==> src/rtl/phase_freq_est.sv <==
// Phase-to-frequency estimator behind the CORDIC arctan stage: wraps angle deltas,
// keeps an unwrapped phase and averages every 2^LOG2_N deltas into a frequency word.
module phase_freq_est #(
  parameter int W      = 16,
  parameter int LOG2_N = 3,
  parameter int UW     = 32
) (
  input  logic          clk,
  input  logic          rst,
  input  logic [W-1:0]  arctan_in,
  input  logic          arctan_valid,
  input  logic          clear,
  output logic [W-1:0]  freq_out,
  output logic          freq_valid,
  input  logic          freq_ready,
  output logic [UW-1:0] phase_unw,
  output logic          overrun
);

  localparam int SW = W + LOG2_N;
  localparam logic [LOG2_N-1:0] CNT_LAST = {LOG2_N{1'b1}};

  typedef enum logic [0:0] {S_EMPTY = 1'b0, S_ACC = 1'b1} state_t;

  state_t              state_q, state_d;
  logic                valid_q, valid_d;
  logic [LOG2_N-1:0]   cnt_q, cnt_d;
  logic [SW-1:0]       sum_q, sum_d;
  logic [W-1:0]        prev_q, prev_d;
  logic [UW-1:0]       phase_q, phase_d;
  logic [W-1:0]        freq_q, freq_d;
  logic                fvalid_q, fvalid_d;
  logic                overrun_q, overrun_d;

  logic                stb_s;
  logic                load_s;
  logic [W-1:0]        delta_s;
  logic [SW-1:0]       sum_next_s;
  logic [W-1:0]        result_s;

  // Edge-detect the valid level and form the modular delta and window average.
  always_comb begin
    stb_s      = arctan_valid & ~valid_q;
    delta_s    = arctan_in - prev_q;
    sum_next_s = sum_q + {{LOG2_N{delta_s[W-1]}}, delta_s};
    // Arithmetic shift then truncation to W bits is just the upper slice.
    result_s   = sum_next_s[SW-1:LOG2_N];
  end

  // Next-state logic for the accumulator FSM and the one-entry output register.
  always_comb begin
    state_d   = state_q;
    valid_d   = arctan_valid;
    cnt_d     = cnt_q;
    sum_d     = sum_q;
    prev_d    = prev_q;
    phase_d   = phase_q;
    freq_d    = freq_q;
    fvalid_d  = fvalid_q;
    overrun_d = overrun_q;
    load_s    = 1'b0;

    if (clear) begin
      state_d   = S_EMPTY;
      cnt_d     = {LOG2_N{1'b0}};
      sum_d     = {SW{1'b0}};
      phase_d   = {UW{1'b0}};
      freq_d    = {W{1'b0}};
      fvalid_d  = 1'b0;
      overrun_d = 1'b0;
    end else begin
      if (stb_s) begin
        case (state_q)
          S_EMPTY: begin
            prev_d  = arctan_in;
            phase_d = {{(UW-W){arctan_in[W-1]}}, arctan_in};
            cnt_d   = {LOG2_N{1'b0}};
            sum_d   = {SW{1'b0}};
            state_d = S_ACC;
          end
          S_ACC: begin
            prev_d  = arctan_in;
            phase_d = phase_q + {{(UW-W){delta_s[W-1]}}, delta_s};
            if (cnt_q == CNT_LAST) begin
              load_s = 1'b1;
              sum_d  = {SW{1'b0}};
              cnt_d  = {LOG2_N{1'b0}};
            end else begin
              sum_d  = sum_next_s;
              cnt_d  = cnt_q + {{(LOG2_N-1){1'b0}}, 1'b1};
            end
          end
          default: begin
            state_d = S_EMPTY;
          end
        endcase
      end else begin
        state_d = state_q;
      end

      if (load_s) begin
        freq_d   = result_s;
        fvalid_d = 1'b1;
        if (fvalid_q && !freq_ready) begin
          overrun_d = 1'b1;
        end else begin
          overrun_d = overrun_q;
        end
      end else if (fvalid_q && freq_ready) begin
        fvalid_d = 1'b0;
      end else begin
        fvalid_d = fvalid_q;
      end
    end
  end

  // State registers; valid_q resets high so a level held across reset is not a sample.
  always_ff @(posedge clk or negedge rst) begin
    if (!rst) begin
      state_q   <= S_EMPTY;
      valid_q   <= 1'b1;
      cnt_q     <= {LOG2_N{1'b0}};
      sum_q     <= {SW{1'b0}};
      prev_q    <= {W{1'b0}};
      phase_q   <= {UW{1'b0}};
      freq_q    <= {W{1'b0}};
      fvalid_q  <= 1'b0;
      overrun_q <= 1'b0;
    end else begin
      state_q   <= state_d;
      valid_q   <= valid_d;
      cnt_q     <= cnt_d;
      sum_q     <= sum_d;
      prev_q    <= prev_d;
      phase_q   <= phase_d;
      freq_q    <= freq_d;
      fvalid_q  <= fvalid_d;
      overrun_q <= overrun_d;
    end
  end

  assign freq_out   = freq_q;
  assign freq_valid = fvalid_q;
  assign phase_unw  = phase_q;
  assign overrun    = overrun_q;

endmodule

==> config.mk <==
export PLATFORM = sky130hd
export DESIGN_NAME = phase_freq_est
export DESIGN_NICKNAME = d
export VERILOG_FILES = /design/src/rtl/phase_freq_est.sv
export SDC_FILE = /design/constraint.sdc
export NUM_CORES = 1
export LEC_CHECK = 0
export ABC_AREA = 1
export BUFFER_PORTS_ARGS = -buffer_cell sky130_fd_sc_hd__buf_2
export CORE_MARGIN = 4
export CORE_UTILIZATION = 56
export DETAILED_ROUTE_END_ITERATION = 12
export PLACE_DENSITY = 0.76
export SYNTH_ARGS = -nofsm -noshare
export SYNTH_HDL_FRONTEND = slang
export SYNTH_SLANG_ARGS = --single-unit
==> constraint.sdc <==
create_clock -name clk -period 3.95 [get_ports clk]
set_input_delay 0.79 -clock clk [delete_from_list [all_inputs] [get_ports clk]]
set_output_delay 0.79 -clock clk [all_outputs]
set_load 0.01 [all_outputs]
==> results of run 1 <==
==> per-layer routing <==
metal  global-route usage  vias to the layer above  routed length [µm]  share of wire
li1                     -                     3782                   -              -
met5                    0                        -                   0              0
met4               0.0833                        0                 399          0.019
met3               0.0545                       39                1070          0.052
met1                0.407                     3457                9770           0.48
met2                0.472                      191                9330           0.45
==> state kept, by name (all words and copies together), names as in the netlist <==
register,cells
prev_q,16
phase_unw,32
state_q,1
freq_out,16
valid_q,1
freq_valid,1
sum_q,19
overrun,1
cnt_q,3
==> cells in the final DEF, fill, tap and decap left out, drive strengths merged, types with 2 or more instances in the layout <==
| master | instances |
|---|---|
| a22o | 4 |
| nor3 | 14 |
| nand4 | 9 |
| nor4 | 2 |
| nor2 | 76 |
| clkinvlp | 2 |
| nand3b | 5 |
| nand3 | 80 |
| xor2 | 21 |
| fa | 3 |
| clkbuf | 9 |
| ha | 69 |
| buf | 178 |
| a21o | 6 |
| a21oi | 69 |
| nand2 | 357 |
| and2 | 3 |
| xnor2 | 13 |
| a31oi | 2 |
| or2 | 3 |
| inv | 121 |
| o21bai | 7 |
| o2111ai | 2 |
| o21ai | 75 |
| dfrtp | 89 |
==> logic make-up (layout without fill, tap and decap cells) <==
family                     Yosys count  in the layout  synth area share
AOI/OAI and AO/OA                  170            170             0.129
buffers and inverters              133            311            0.0706
adders and majority gates           72             72             0.128
xor gates and xnor gates            34             34            0.0413
and+or+nand+nor                    550            550             0.319
DFF                                 90             90             0.312
==> power by group through the flow <==
stage               clock [W]  sequential, W  combinational [W]
floorplan                   0        0.00105            0.00137
global placement            0        0.00104            0.00233
detailed placement          0        0.00104            0.00236
CTS                  0.000937        0.00103            0.00238
global route         0.000977        0.00104            0.00268
finish               0.000926        0.00103            0.00241
==> worst register-to-register path, cell delays in order, from the launching register on <==
cell	delay (ps)
dfrtp_1	410
ha_1	200
fa_1	410
nor4_1	300
nor2_1	110
o21ai_0	220
a21oi_1	110
xnor2_1	170
ha_1	360
nand2_1	140
o21ai_0	300
o21bai_1	250
nand2_1	170
nand3_1	100
nand3_1	70
nand2_1	70
nand2_1	50
==> what timing repair did <==
item                                   in CTS  in global routing
setup endpoints to repair                   0                  4
setup buffers                               0                  0
endpoints found under the hold margin       0                  0
resized for setup                           0                  1
==> per-stage QoR <==
stage / utilization / total power [W] / TNS, ps
floorplan: - / 0.00242 / 0
global placement: 0.677 / 0.00338 / -96.6
detailed placement: 0.677 / 0.00341 / -1540
CTS: 0.701 / 0.00434 / 0
global route: 0.702 / 0.00470 / 0
finish: 0.702 / 0.00437 / 0
==> final cells by class <==
class | instances | area [µm²] | area share
Multi-Input combinational cell | 826 | 4460 | 0.504
Clock buffer | 9 | 225 | 0.0254
Inverter | 117 | 439 | 0.0496
Sequential cell | 90 | 2250 | 0.254
Timing Repair Buffer | 178 | 1180 | 0.133
Tap cell | 172 | 215 | 0.0243
Clock inverter | 7 | 85.1 | 0.00960
==> worst min path at each step <==
stage                         to  slack, ps  cells after the start
detailed placement  freq_out[14]        460                      2
global placement    freq_out[13]        460                      2
CTS                     sum_q[4]        350                      1
floorplan              sum_q[10]        460                      2
global route         freq_out[1]        360                      1
finish                  sum_q[4]        340                      1
==> flow_metrics.env, run 1 <==
export IMPL_power_density_nw_per_um2=493
export IMPL_post_synth_most_frequent_cells="nand2_1, inv_1, dfrtp_1"
export IMPL_grt_first_pass_wirelength_um=34300
export IMPL_num_fill_cells=1121
export IMPL_synth_nets=1142
export IMPL_number_of_antenna_violating_nets_in_the_routed_design=0
export IMPL_areaGrowthSynthToFinish_pct=22.8
export IMPL_cp_startpoint="arctan_in[0]"
export IMPL_reg2reg_slack_ps=410
export IMPL_die_area_um2=14800
export IMPL_detail_route_vias_per_cell=5.34
export IMPL_status="completed"
export IMPL_synth_seq_cells=90
export IMPL_die_height_um=121
export IMPL_endpoint_kind="flop"
export IMPL_internal_power_w=0.00252
export IMPL_clk_latency_ps=360
export IMPL_antenna_diode_count=0
export IMPL_initial_core_utilization=0.571
export IMPL_max_cap_violations=0
export IMPL_report_final_setup_viol=0
export IMPL_finish_cell_count_without_fillers=1399
export IMPL_worst_ir_drop_vdd_mv=0.361
export IMPL_postLayoutSetupSlackWorst_ps=262
export IMPL_synth_top_area_frac=0.309
export IMPL_crit_path_max_fanout=4
export IMPL_switching_share=0.423
export IMPL_ff2ff_path_depth=16
export IMPL_combPwrFrac=0.552
export IMPL_finalWorstPathRequiredPeriod_ps=3690
export IMPL_grt_antenna_before_repair=0
export IMPL_grt_usage=0.294
export IMPL_dominant_delay_contributor_by_cell_family_on_the_critical_path="simple AND/OR/NAND/NOR gates"
export IMPL_routed_wirelength_um=20600
export IMPL_cts_inserted_buffers=9
export IMPL_std_cell_rows=41
export IMPL_worstReg2RegStart="prev_q[0]"
export IMPL_cts_tree="yes"
export IMPL_timing_worst_slew_pin_value_ps=675
export IMPL_ys_seq_area_frac=0.312
export IMPL_r2r_end="phase_unw[28]"
export IMPL_worst_path_most_repeated_cell="nand2_1"
export IMPL_fin_worst_skew_ps=8.85
export IMPL_design_area_um2=8860
export IMPL_residual_drc=0
export IMPL_critical_path_depth=18
export IMPL_avgRoutedWirePerCell_um=14.7
export IMPL_kind_of_start_point_of_the_critical_path="input port"
export IMPL_post_synthesis_cell_area_um2=7210
export IMPL_io_pins=71
export IMPL_cts_sinks=90
export IMPL_detailroute_via_count=7469
export IMPL_hp_class="input port to async pin"
export IMPL_holdBufCountCts=0
export IMPL_hold_viol_final=0
export IMPL_async_flop_share=1.00
export IMPL_dp_worst_setup_slack_ps=-117
export IMPL_grt_ovfl_total=0
export IMPL_post_synth_top_area_cell="dfrtp_1"
export IMPL_worst_endpoint_arrival_ps=3940
export IMPL_clk_pin_slew_ps=70
export IMPL_buffers_plus_inverters_on_the_worst_setup_path=2
export IMPL_layout_worst_path_cycle_share=0.934
export IMPL_ctsLongestPathBuffers=2
export IMPL_max_slew_margin_rel=0.550
export IMPL_crit_path_end="phase_unw[28]"
export IMPL_yosysWarnings=0
export IMPL_chipWidth_um=121
export IMPL_cp_slowest_cell="fa_1"
export IMPL_hold_worst_slack_ps=342
export IMPL_crit_path_cell_trace="buf_2, inv_1, ha_1, fa_1, nor4_1, nor2_1, o21ai_0, a21oi_1, xnor2_1, ha_1, nand2_1, o21ai_0, o21bai_1, nand2_1, nand3_1, nand3_1, nand2_1, nand2_1"
export IMPL_post_synth_top_count_cell="nand2_1"
export IMPL_pin_count_of_the_biggest_net_entering_global_routing=42
export IMPL_placed_cell_area_um2=8540
export IMPL_nNetsFinal=1315
export IMPL_placement_io_buffers=70
export IMPL_grt_pass1_vias=7195
export IMPL_core_area_um2=12600
export IMPL_ys_types=41
export IMPL_first_pass_iters=5
export IMPL_netlist_instances=1049
export IMPL_dp_hpwl_um=16200
export IMPL_path_class="input port to flop"
export IMPL_place_detailed_instances=1383
export IMPL_crit_path_max_incr_delay_ps=410
export IMPL_power_frac_clock=0.212
export IMPL_synth_enable_flop_cells=0
export IMPL_post_synthesis_mean_instance_area_um2=6.88
export IMPL_sequentialPowerShare=0.236
export IMPL_total_switching_power_w=0.00185
export IMPL_gp_congestion=0.941
export IMPL_cp_required_ps=4210
export IMPL_grt_setup_unrepaired="false"
export IMPL_final_layout_size_suffix_gt1_frac=0.182
export IMPL_yosys_top_cells_area="dfrtp_1, nand2_1, ha_1"
export IMPL_cts_max_level=3
export IMPL_p_leak_nw=5.08
export IMPL_ys_flop_type="dfrtp_1"
export IMPL_timing_max_transition_violations_final=0
export IMPL_max_freq_ghz=0.271
export IMPL_drt_iter0_drc=499
export IMPL_cts_root_buffer_cell="clkbuf_16"
Note: power is estimated with default switching activity, not from simulation.
==> run 2: changes to the inputs <==
- clock period: 3.95 -> 4.45 ns (I/O delays scaled with it)
==> flow_metrics.env, run 2 (synthesis gave the netlist of run 1 again) <==
export IMPL_nNetsFinal=1221
export IMPL_postLayoutSetupSlackWorst_ps=341
export IMPL_timing_max_transition_violations_final=0
export IMPL_areaGrowthSynthToFinish_pct=12.4
export IMPL_finalWorstPathRequiredPeriod_ps=4110
export IMPL_crit_path_max_incr_delay_ps=440
export IMPL_holdBufCountCts=0
export IMPL_crit_path_max_fanout=5
export IMPL_io_pins=71
export IMPL_sequentialPowerShare=0.272
export IMPL_initial_core_utilization=0.571
export IMPL_std_cell_rows=41
export IMPL_grt_first_pass_wirelength_um=32900
export IMPL_cts_tree="yes"
export IMPL_first_pass_iters=5
export IMPL_cp_slowest_cell="fa_1"
export IMPL_gp_congestion=0.945
export IMPL_timing_worst_slew_pin_value_ps=866
export IMPL_path_class="input port to flop"
export IMPL_detailroute_via_count=7115
export IMPL_switching_share=0.452
export IMPL_clk_pin_slew_ps=60
export IMPL_holdPathStages=2
export IMPL_ff2ff_path_depth=19
export IMPL_routed_wirelength_um=19700
export IMPL_antenna_diode_count=0
export IMPL_grt_usage=0.279
export IMPL_most_frequent_standard_cell_in_the_layout_excluding_fill_and_tap_cells="nand2_1"
export IMPL_total_switching_power_w=0.00152
export IMPL_status="completed"
export IMPL_cts_repair_resized=0
export IMPL_mostFrequentLayoutCells="nand2_1, inv_1, dfrtp_1"
export IMPL_cts_root_buffer_cell="clkbuf_16"
export IMPL_pin_count_of_the_biggest_net_entering_global_routing=65
export IMPL_die_height_um=121
export IMPL_drt_iter0_drc=590
export IMPL_combPwrFrac=0.507
export IMPL_layout_worst_path_cycle_share=0.923
export IMPL_grt_pass1_vias=6929
export IMPL_max_cap_violations=0
export IMPL_reg2reg_slack_ps=630
export IMPL_worst_path_most_repeated_cell="nand2_1"
export IMPL_chipWidth_um=121
export IMPL_worst_ir_drop_vdd_mv=0.203
export IMPL_largest_reg_flops=32
export IMPL_dp_hpwl_um=15300
export IMPL_placement_io_buffers=70
export IMPL_worst_endpoint_arrival_ps=4350
export IMPL_cts_inserted_buffers=9
export IMPL_cts_sinks=90
export IMPL_grt_ovfl_total=0
export IMPL_report_final_setup_viol=0
export IMPL_power_frac_clock=0.220
export IMPL_power_density_nw_per_um2=416
export IMPL_post_cts_buffers=0
export IMPL_cts_max_level=3
export IMPL_detail_route_vias_per_cell=5.45
export IMPL_p_leak_nw=4.62
export IMPL_number_of_antenna_violating_nets_in_the_routed_design=0
export IMPL_grt_setup_unrepaired="false"
export IMPL_core_area_um2=12600
export IMPL_cp_required_ps=4690
export IMPL_residual_drc=0
export IMPL_setup_total_neg_slack_ps=0
export IMPL_hold_start="freq_out[14]"
export IMPL_worstReg2RegStart="prev_q[0]"
export IMPL_kind_of_start_point_of_the_critical_path="input port"
export IMPL_clk_latency_ps=360
export IMPL_endpoint_kind="flop"
export IMPL_fin_worst_skew_ps=6.74
export IMPL_grt_antenna_before_repair=0
export IMPL_final_layout_size_suffix_gt1_frac=0.114
export IMPL_hp_class="flop to flop"
export IMPL_r2r_end="phase_unw[27]"
export IMPL_ctsLongestPathBuffers=2
export IMPL_hold_viol_final=0
export IMPL_die_area_um2=14800
export IMPL_dp_worst_setup_slack_ps=-12.0
export IMPL_internal_power_w=0.00185
export IMPL_avgRoutedWirePerCell_um=15.1
export IMPL_crit_path_cell_trace="buf_2, inv_1, ha_1, fa_1, nor4_1, nor2_1, o2111ai_1, xor2_2, ha_1, nand2_1, inv_1, nand2_1, nand2_1, a21oi_1, nor2_1, nor3_1, nand2_1, nand2_1, nand3_1, nand2_1, nand2_1"
export IMPL_hold_path_endpoint="freq_out[14]"
export IMPL_max_slew_margin_rel=0.423
export IMPL_max_freq_ghz=0.243
[run 2: changes by cell type in the layout (fill, tap and decap cells not counted)]
cell,before,now
clkbuf_8,0,1
clkinv_4,0,1
buf_12,1,0
buf_4,108,15
bufinv_16,1,0
clkinv_2,0,3
clkinvlp_4,2,1
inv_8,2,0
inv_6,2,1
[run 2: worst max-delay path: cells and delay by family]
| family | cells | cell delay (ps) |
|---|---|---|
| fa+ha+maj | 3 | 1010 |
| buf+inv | 3 | 190 |
| xor+xnor | 1 | 300 |
| simple gates | 12 | 1360 |
| compound gates | 2 | 590 |
[run 2: area by class of cell]
type	count	area, µm²
clock buffers	10	239
clock inverters	6	40.0
fillers	1191	4510
inverters	117	439
multi-input cells	826	4460
flip-flops and latches	90	2250
well taps	172	215
repair buffers	84	458
[run 2: worst max-delay path by stage]
stage / startpoint / to / slack, ps
CTS: arctan_in[0] / phase_unw[27] / 350
global placement: arctan_in[0] / phase_unw[27] / 100
floorplan: arctan_in[0] / phase_unw[21] / 720
finish: arctan_in[0] / phase_unw[27] / 340
detailed placement: arctan_in[0] / phase_unw[27] / -10
global route: arctan_in[0] / phase_unw[23] / 20
[run 2: per-layer routing]
layer,vias to the layer above,wire length (µm),track usage
li1,3602,-,-
met1,3261,9500,0.394
met2,206,8760,0.435
met3,46,924,0.0415
met4,0,491,0.100
met5,-,0,0
[run 2: power by group through the flow]
stage	sequential (W)	clock (W)	combinational (W)
2_1_floorplan	0.000929	0	0.00122
5_1_grt	0.000924	0.000785	0.00194
3_5_place_dp	0.000933	0	0.00167
6_report	0.000918	0.000744	0.00171
4_1_cts	0.000917	0.000754	0.00169
3_3_place_gp	0.000930	0	0.00165
[run 2: through the flow]
step | area, µm² | power [W] | cells | hold slack, ps | util
5_1_grt | 8110 | 0.00365 | 1305 | 501 | 0.643
4_1_cts | 8100 | 0.00336 | 1305 | 479 | 0.642
6_report | 8110 | 0.00337 | 1305 | 473 | 0.643
2_1_floorplan | 7210 | 0.00215 | 1049 | 456 | -
3_3_place_gp | 7820 | 0.00258 | 1289 | 460 | 0.620
3_5_place_dp | 7820 | 0.00260 | 1289 | 461 | 0.620
==> run 3: changes to the inputs <==
- REMOVE_ABC_BUFFERS: default -> 1
==> flow_metrics.env, run 3 (synthesis gave the netlist of run 1 again) <==
export IMPL_chipWidth_um=121
export IMPL_gr_usage_met2=0.456
export IMPL_pin_count_of_the_biggest_net_entering_global_routing=66
export IMPL_areaGrowthSynthToFinish_pct=12.2
export IMPL_crit_path_max_fanout=5
export IMPL_mostFrequentLayoutCells="nand2_1, inv_1, dfrtp_1"
export IMPL_num_fill_cells=1211
export IMPL_io_pins=71
export IMPL_cts_inserted_buffers=9
export IMPL_report_final_setup_viol=0
export IMPL_grt_usage=0.281
export IMPL_grt_met1_usage=0.382
export IMPL_placed_cell_area_um2=7790
export IMPL_cp_required_ps=4680
export IMPL_hold_worst_slack_ps=471
export IMPL_finalWorstPathRequiredPeriod_ps=4050
export IMPL_clk_latency_ps=350
export IMPL_cts_root_buffer_cell="clkbuf_16"
export IMPL_status="completed"
export IMPL_grt_pass1_vias=6764
export IMPL_avgRoutedWirePerCell_um=15.4
export IMPL_grt_first_pass_wirelength_um=32700
export IMPL_cts_tree="yes"
export IMPL_antenna_diode_count=0
export IMPL_most_frequent_standard_cell_in_the_layout_excluding_fill_and_tap_cells="nand2_1"
export IMPL_path_class="input port to flop"
export IMPL_timing_max_transition_violations_final=0
export IMPL_detailroute_via_count=7178
export IMPL_clk_pin_slew_ps=70
export IMPL_kind_of_start_point_of_the_critical_path="input port"
export IMPL_nNetsFinal=1215
export IMPL_grt_busiest_layer="met2"
export IMPL_die_height_um=121
export IMPL_routed_wirelength_um=20000
export IMPL_largest_reg_flops=32
export IMPL_initial_core_utilization=0.571
export IMPL_final_core_utilization=0.641
export IMPL_design_area_um2=8090
export IMPL_final_layout_size_suffix_gt1_frac=0.110
export IMPL_number_of_antenna_violating_nets_in_the_routed_design=0
export IMPL_dp_hpwl_um=15400
export IMPL_die_area_um2=14800
export IMPL_worst_endpoint_arrival_ps=4280
export IMPL_first_pass_iters=6
export IMPL_cts_sinks=90
export IMPL_placement_io_buffers=70
export IMPL_worst_ir_drop_vdd_mv=0.239
export IMPL_post_cts_buffers=0
export IMPL_timing_worst_slew_pin_value_ps=849
export IMPL_residual_drc=0
export IMPL_dp_worst_setup_slack_ps=70.6
export IMPL_layout_worst_path_cycle_share=0.909
export IMPL_detail_route_vias_per_cell=5.53
export IMPL_grt_antenna_before_repair=0
export IMPL_max_slew_margin_rel=0.434
export IMPL_drt_iter0_drc=649
export IMPL_p_leak_nw=4.60
export IMPL_max_freq_ghz=0.247
export IMPL_grt_setup_unrepaired="false"
export IMPL_use_met3=0.0452
export IMPL_core_area_um2=12600
export IMPL_grt_ovfl_total=0
export IMPL_max_cap_violations=0
export IMPL_power_density_nw_per_um2=417
export IMPL_ctsLongestPathBuffers=2
export IMPL_endpoint_kind="flop"
export IMPL_hp_class="flop to flop"
export IMPL_postLayoutSetupSlackWorst_ps=403
export IMPL_hold_viol_final=0
export IMPL_std_cell_rows=41
export IMPL_fin_worst_skew_ps=8.44
export IMPL_cts_max_level=3
export IMPL_gp_congestion=0.950
export IMPL_setup_total_neg_slack_ps=0
[run 3: cell types whose count changed in the layout (fill, tap and decap cells not counted), sizes merged]
cell      delta
clkinv       -2
inv          +1
clkinvlp     +1
buf          -6
[run 3: timing repair]
action,in CTS,in global routing
setup endpoints to repair,0,3
gates resized for setup,0,2
hold buffers,0,0
[run 3: critical path, stage by stage]
cell     delay [ps]
buf_2           110
ha_1            380
nand2_2          90
inv_1            40
a21oi_1         170
nand2_2         100
a21oi_1         230
o21ai_1         140
a21oi_1         220
xnor2_1         190
buf_4           180
ha_1            240
nand2_1         160
inv_1            60
nand2_1          60
nand2_1          60
a21oi_1         240
nor2_1           80
nor3_1          230
nand2_1          90
nand2_1          70
nand3_1          60
nand2_1          80
nand2_1          80
[run 3: final timing paths]
check / to / depth (start not counted) / slack, ps / start
worst max register to register: phase_unw[27] / 24 / 680 / prev_q[4]
min in group asynchronous: cnt_q[1] / 1 / 640 / rst
worst min-delay path: freq_out[13] / 2 / 470 / freq_out[13]
worst max-delay path: phase_unw[27] / 24 / 400 / arctan_in[6]
max in group asynchronous: sum_q[14] / 2 / 2910 / rst
worst min register to register: freq_out[13] / 2 / 470 / freq_out[13]
[run 3: power breakdown]
part / switching (W) / internal (W)
registers: 0.0000424 / 0.000873
logic: 0.00113 / 0.000577
clock network: 0.000360 / 0.000400
[run 3: through the flow]
step | std cells | power, W
6_report | 1299 | 0.00338
5_1_grt | 1299 | 0.00364
4_1_cts | 1299 | 0.00335
3_5_place_dp | 1283 | 0.00258
3_3_place_gp | 1283 | 0.00257
2_1_floorplan | 1033 | 0.00214
[run 3: cell type report]
type | instances | area (µm²) | area share
clock buffer | 10 | 239 | 0.0295
clock inverter | 6 | 48.8 | 0.00603
inverter | 117 | 439 | 0.0543
multi-input combinational | 826 | 4470 | 0.553
sequential | 90 | 2250 | 0.278
tap | 172 | 215 | 0.0266
timing repair buffer | 78 | 425 | 0.0526
[run 3: routing by layer]
layer	vias up	wire [µm]
met2	211	9120
met4	0	460
li1	3578	-
met3	40	1110
met1	3349	9280
met5	-	0
